File: src/rtl/sine_share_arb_if.sv
// Request, sine-unit and response signals of the shared sine arbiter.
// The slave side is the arbiter; the master side is the requesters plus the sine unit.
interface sine_share_arb_if #(
   parameter int XW = 7,
   parameter int YW = 9
);
   logic          req0_valid;
   logic [XW-1:0] req0_x;
   logic          req0_ready;
   logic          req1_valid;
   logic [XW-1:0] req1_x;
   logic          req1_ready;
   logic [XW-1:0] sine_x;
   logic [YW-1:0] sine_y;
   logic          rsp0_valid;
   logic [YW-1:0] rsp0_y;
   logic          rsp1_valid;
   logic [YW-1:0] rsp1_y;
   logic          busy;

   modport slave (
      input  req0_valid, req0_x, req1_valid, req1_x, sine_y,
      output req0_ready, req1_ready, sine_x, rsp0_valid, rsp0_y, rsp1_valid, rsp1_y, busy
   );

   modport master (
      output req0_valid, req0_x, req1_valid, req1_x, sine_y,
      input  req0_ready, req1_ready, sine_x, rsp0_valid, rsp0_y, rsp1_valid, rsp1_y, busy
   );
endinterface

File: src/rtl/sine_share_arb.sv
// Round-robin share of one pipelined sine unit between two requesters; result pulses SINE_LAT edges after accept.
// Requests wait only while the other side wins a tie; responses cannot be stalled.
module sine_share_arb #(
   parameter int SINE_LAT = 3,
   parameter int XW       = 7,
   parameter int YW       = 9
) (
   input logic             clk,
   input logic             rst,
   sine_share_arb_if.slave bus
);
   typedef struct packed {
      logic vld;
      logic id;
   } tag_t;

   tag_t          tag_q [SINE_LAT];
   logic          last_grant;
   logic          gnt_vld;
   logic          gnt_id;
   logic [XW-1:0] sine_x_q;
   logic          rsp0_vld_q;
   logic          rsp1_vld_q;
   logic [YW-1:0] rsp0_dat_q;
   logic [YW-1:0] rsp1_dat_q;
   logic          busy_c;

   always_comb begin
      gnt_vld = 1'b0;
      gnt_id  = 1'b0;
      if (bus.req0_valid && bus.req1_valid) begin
         gnt_vld = 1'b1;
         gnt_id  = ~last_grant;
      end else if (bus.req0_valid) begin
         gnt_vld = 1'b1;
         gnt_id  = 1'b0;
      end else if (bus.req1_valid) begin
         gnt_vld = 1'b1;
         gnt_id  = 1'b1;
      end
   end

   assign bus.req0_ready = gnt_vld && !gnt_id;
   assign bus.req1_ready = gnt_vld &&  gnt_id;

   // Tag pipeline mirrors the sine unit so the last stage lines up with sine_y.
   always_ff @(posedge clk or negedge rst) begin
      if (!rst) begin
         for (int i = 0; i < SINE_LAT; i++) tag_q[i] <= '0;
         last_grant <= 1'b1;
         sine_x_q   <= '0;
      end else begin
         for (int i = 1; i < SINE_LAT; i++) tag_q[i] <= tag_q[i-1];
         if (gnt_vld) begin
            tag_q[0]   <= '{vld: 1'b1, id: gnt_id};
            last_grant <= gnt_id;
            sine_x_q   <= gnt_id ? bus.req1_x : bus.req0_x;
         end else begin
            tag_q[0]   <= '0;
         end
      end
   end

   always_ff @(posedge clk or negedge rst) begin
      if (!rst) begin
         rsp0_vld_q <= 1'b0;
         rsp1_vld_q <= 1'b0;
         rsp0_dat_q <= '0;
         rsp1_dat_q <= '0;
      end else begin
         rsp0_vld_q <= 1'b0;
         rsp1_vld_q <= 1'b0;
         if (tag_q[SINE_LAT-1].vld) begin
            if (tag_q[SINE_LAT-1].id) begin
               rsp1_vld_q <= 1'b1;
               rsp1_dat_q <= bus.sine_y;
            end else begin
               rsp0_vld_q <= 1'b1;
               rsp0_dat_q <= bus.sine_y;
            end
         end
      end
   end

   always_comb begin
      busy_c = rsp0_vld_q || rsp1_vld_q;
      for (int i = 0; i < SINE_LAT; i++) busy_c = busy_c || tag_q[i].vld;
   end

   assign bus.sine_x     = sine_x_q;
   assign bus.rsp0_valid = rsp0_vld_q;
   assign bus.rsp0_y     = rsp0_dat_q;
   assign bus.rsp1_valid = rsp1_vld_q;
   assign bus.rsp1_y     = rsp1_dat_q;
   assign bus.busy       = busy_c;
endmodule

File: src/flat_wrapper.sv
// flat-port wrapper written by rule: the top's interface ports become plain ports
module sine_share_arb_flat 
#(
   parameter int SINE_LAT = 3,
   parameter int XW       = 7,
   parameter int YW       = 9
)
  (clk, rst, bus_req0_valid, bus_req0_x, bus_req1_valid, bus_req1_x, bus_sine_y, bus_req0_ready, bus_req1_ready, bus_sine_x, bus_rsp0_valid, bus_rsp0_y, bus_rsp1_valid, bus_rsp1_y, bus_busy);
  sine_share_arb_if #(.XW(XW), .YW(YW)) bus_i ();
  input logic clk;
  input logic rst;
  input wire logic [$bits(bus_i.req0_valid)-1:0] bus_req0_valid;
  input wire logic [$bits(bus_i.req0_x)-1:0] bus_req0_x;
  input wire logic [$bits(bus_i.req1_valid)-1:0] bus_req1_valid;
  input wire logic [$bits(bus_i.req1_x)-1:0] bus_req1_x;
  input wire logic [$bits(bus_i.sine_y)-1:0] bus_sine_y;
  output wire logic [$bits(bus_i.req0_ready)-1:0] bus_req0_ready;
  output wire logic [$bits(bus_i.req1_ready)-1:0] bus_req1_ready;
  output wire logic [$bits(bus_i.sine_x)-1:0] bus_sine_x;
  output wire logic [$bits(bus_i.rsp0_valid)-1:0] bus_rsp0_valid;
  output wire logic [$bits(bus_i.rsp0_y)-1:0] bus_rsp0_y;
  output wire logic [$bits(bus_i.rsp1_valid)-1:0] bus_rsp1_valid;
  output wire logic [$bits(bus_i.rsp1_y)-1:0] bus_rsp1_y;
  output wire logic [$bits(bus_i.busy)-1:0] bus_busy;
  assign bus_i.req0_valid = bus_req0_valid;
  assign bus_i.req0_x = bus_req0_x;
  assign bus_i.req1_valid = bus_req1_valid;
  assign bus_i.req1_x = bus_req1_x;
  assign bus_i.sine_y = bus_sine_y;
  assign bus_req0_ready = bus_i.req0_ready;
  assign bus_req1_ready = bus_i.req1_ready;
  assign bus_sine_x = bus_i.sine_x;
  assign bus_rsp0_valid = bus_i.rsp0_valid;
  assign bus_rsp0_y = bus_i.rsp0_y;
  assign bus_rsp1_valid = bus_i.rsp1_valid;
  assign bus_rsp1_y = bus_i.rsp1_y;
  assign bus_busy = bus_i.busy;
  sine_share_arb #(.SINE_LAT(SINE_LAT), .XW(XW), .YW(YW)) u_core (.clk(clk), .rst(rst), .bus(bus_i));
endmodule
File: config.mk
export PLATFORM = sky130hd
export DESIGN_NAME = sine_share_arb_flat
export DESIGN_NICKNAME = d
export VERILOG_FILES = /design/src/rtl/sine_share_arb_if.sv /design/src/rtl/sine_share_arb.sv /design/src/flat_wrapper.sv
export SDC_FILE = /design/constraint.sdc
export NUM_CORES = 1
export LEC_CHECK = 0
export CAP_MARGIN = 20
export CORE_AREA = 2 2 58 60
export CTS_CLUSTER_DIAMETER = 60
export DETAILED_ROUTE_END_ITERATION = 10
export DIE_AREA = 0 0 60 62
export GPL_TIMING_DRIVEN = 0
export MAX_ROUTING_LAYER = met4
export PLACE_DENSITY = 0.82
export SLEW_MARGIN = 30
export SYNTH_ARGS = -nofsm -noshare
export SYNTH_HDL_FRONTEND = slang
export SYNTH_SLANG_ARGS = --single-unit
File: constraint.sdc
create_clock -name clk -period 4 [get_ports clk]
set_input_delay 1.2 -clock clk [delete_from_list [all_inputs] [get_ports clk]]
set_output_delay 1.2 -clock clk [all_outputs]
set_load 0.05 [all_outputs]
==> results.md <==
- Final worst path period need: 3580 ps
- Top-count cell post-synth: dfrtp_1
- Routed len/inst: 13.7 microns
- CTS tree: yes
- P_int: a little over 600 uW
- P_leak: 0.000879 uW
- Grt total ovfl: 0
- Part of the power in registers: 42.6%
- Crit path arrival time: 2380 ps
- Met2 GRT Util: 28.4%
- Sink Count: 34
- TritonRoute pass-1 iters: 4
- Largest area contributor in the netlist: dfrtp_1
- Detail Route Antenna Nets: 0
- First-pass GRT wire length: 4.43 mm
- Die width: 60 microns
- Maximum clock rate: 0.279 GHz
- Nature of the critical path startpoint: input pin
- Fill cells: 270
- Diode count: 0
- Final Max Slew Viols: 0
- WHS: 356 ps
- CP peak stage delay: around 470 ps
- Met3 usage: 8.07%
- Synth Cell Area: roughly 1400 sq um
- Die Y: 62 microns
- NetSw: around 350 uW
- Register area share after synthesis: 62.9%
- Pwr dens: roughly 470 nW/um^2
- Clock power share: approximately a fifth
- Number of global-route vias before repair: approximately 1,000
- Post-synth top area share: roughly three fifths
- Setup repair after global routing missed its margin: false
- Req. time, crit path: 2800 ps
- Num CTS Buffers: 5
- Worst vdd ir: 0.201 mV
- Maximum root-to-sink buffer count: 2
- Area after DPL: 2000 sq um
- Top post-synthesis cells by area: dfrtp_1, mux2_2, o221a_2, a211o_2, nor2b_1
- Residual DRC: 0
- Clock transition at the registers of the reported paths: 90 ps
- Largest net degree at the start of global routing: 21
- Worst-Margin Slew: 522 ps
- Post-CTS Setup Bufs: 0
- Gp weighted congestion: 0.700
- Syn Nets: 118
- Crit Path Category: input pin to output pin
- FF+latch count, synth: 34
- Status: completed
- Standard-cell rows: 21
- Post-Syn Area per Cell: 14.9 sq um
- Ys async rst share: 100%
- Share of layout cells above drive strength 1: 32.1%
- GRT met1 Usage: 18.5%
- Sw Share: 36.0%
- Comb pwr share: 37.8%
- Nets: 182
- CP Cell Sequence: clkdlybuf4s50_1 -> buf_6 -> a21boi_0 -> buf_2
- DP Wirelength: around 2.2 mm
- 1st-iter DRT viols: 14
- CORE AREA: 3180 sq um
- Slew margin rel.: 65.1%
- Synth cell types: 19
- CP Buf/Inv Count: 3
- Fin crit share: 89.5%
- Final Routed Wirelength: 2.76 mm
- Max Cap Violations: 0
- Synth Flop Type: dfrtp_1
- Worst clock skew: 7.56 ps
- Final setup fails: 0
- Initial antenna violation count: 0
- Starting Density: 42.6%
- YS warnings: 0
- Worst setup EP type: output pin
- Setup TNS Final: 0 ps
- Port Buf Inserts: 56
- Worst-path maximum fanout: 10
- Top Usage Layer GRT: met2
- Min-delay worst type: flop to flop
- Slowest-stage cell, CP: clkdlybuf4s50_1
- Number of synthesized flops with an enable pin: 0
- Post-synthesis cell count: 91
- Commonest cells in the synthesized netlist: dfrtp_1, mux2_2, o221a_2, a211o_2, nor2b_1
- H-Tree Depth: 2
- Die ar.: roughly 3700 sq um
- Worst skew pair latency: about 330 ps
- Top-Level Pins: 57
- Post-DR vias/cell: a little under 5
- Hold Vio Cnt, Final: 0
- Fin area: 2050 sq um
- Vias: 977
- Area growth, synth to finish: 51.6%
- GRT Util Overall: 17.3%
- CP delay by family, top: buffers and inverters
- Clk root buf: clkbuf_4
-- path summary, 6_finish.rpt --
kind | startpoint | endpoint | slack (ps) | depth (start not counted)
worst min-delay path | u_core.tag_q[2]$_DFF_PN0_ | u_core.tag_q[0]$_DFF_PN0_ | 360 | 0
min in group asynchronous | rst | u_core.tag_q[4]$_DFF_PN0_ | 770 | 1
worst min register to register | u_core.tag_q[2]$_DFF_PN0_ | u_core.tag_q[0]$_DFF_PN0_ | 360 | 0
worst max register to register | u_core.last_grant$_DFFE_PN1N_ | u_core.bus.sine_x[0]$_DFFE_PN0N_ | 2670 | 4
max in group asynchronous | rst | u_core.bus.rsp0_y[0]$_DFFE_PN0P_ | 2820 | 2
worst max-delay path | bus_req0_valid | bus_req1_ready | 420 | 4
-- metal layers --
layer / vias up / routed length (microns)
li1: 455 / -
met1: 465 / 1130
met2: 55 / 1320
met3: 2 / 299
met4: 0 / 16
met5: - / 0
-- final cells by class --
type	count	area (sq um)	area share (%)
sequential	34	852	41.5
timing repair buffer	57	582	28.3
multi-input combinational	49	455	22.2
tap	46	57.6	2.80
clock buffer	7	55.1	2.68
buffer	4	32.5	1.58
inverter	4	15.0	0.731
clock inverter	1	5.00	0.244
-- state kept, by name, indices dropped and copies added, names as in the netlist --
signal,flops
u_core.bus.rsp0_y,9
u_core.bus.rsp1_y,9
u_core.bus.sine_x,7
u_core.tag_q,6
u_core.bus.rsp0_valid,1
u_core.bus.rsp1_valid,1
u_core.last_grant,1
-- worst reg2reg max path: stages, from the launching register on --
cell,delay (ps)
dfstp_2,540
nand2b_1,90
buf_2,230
nand2_4,110
o221a_2,250
-- what timing repair did --
item	CTS	global route
endpoints found under the hold margin	0	0
setup endpoints to repair	2	2
hold buffers	0	0
gates resized for setup	7	3
-- power by group through the flow --
stage	Clock, uW	Combinational [uW]	Sequential [uW]
2_1_floorplan	0	79.0	570
3_3_place_gp	0	364	420
3_5_place_dp	0	373	423
4_1_cts	198	373	416
5_1_grt	218	388	421
6_report	191	369	415
-- per-stage QoR --
step / total power, uW / setup WS, ps / instances / utilization (%)
6_report: 975 / 422 / 202 / 64.6
5_1_grt: 1030 / 291 / 202 / 64.6
4_1_cts: 987 / 74.8 / 202 / 64.7
3_5_place_dp: 796 / -378 / 194 / 62.8
3_3_place_gp: 784 / -335 / 193 / 62.1
2_1_floorplan: 649 / 300 / 91 / -
-- cells in the final DEF (no fill, tap or decap), types with 4 or more instances in the layout --
master / count
o221a_2: 7
nor2b_1: 6
buf_2: 4
clkdlybuf4s50_1: 52
mux2_2: 18
a211o_2: 6
dfrtp_1: 33
inv_1: 4
clkbuf_4: 5
-- cell families (layout without fill, tap and decap cells) --
group | Yosys count | after routing | synth area share (%)
DFF | 34 | 34 | 62.9
buffers and inverters | 8 | 73 | 3.51
muxes | 18 | 18 | 15.0
AOI/OAI and AO/OA | 16 | 16 | 11.8
and+or+nand+nor | 15 | 15 | 6.83
Power figures use the tool's default switching activity.
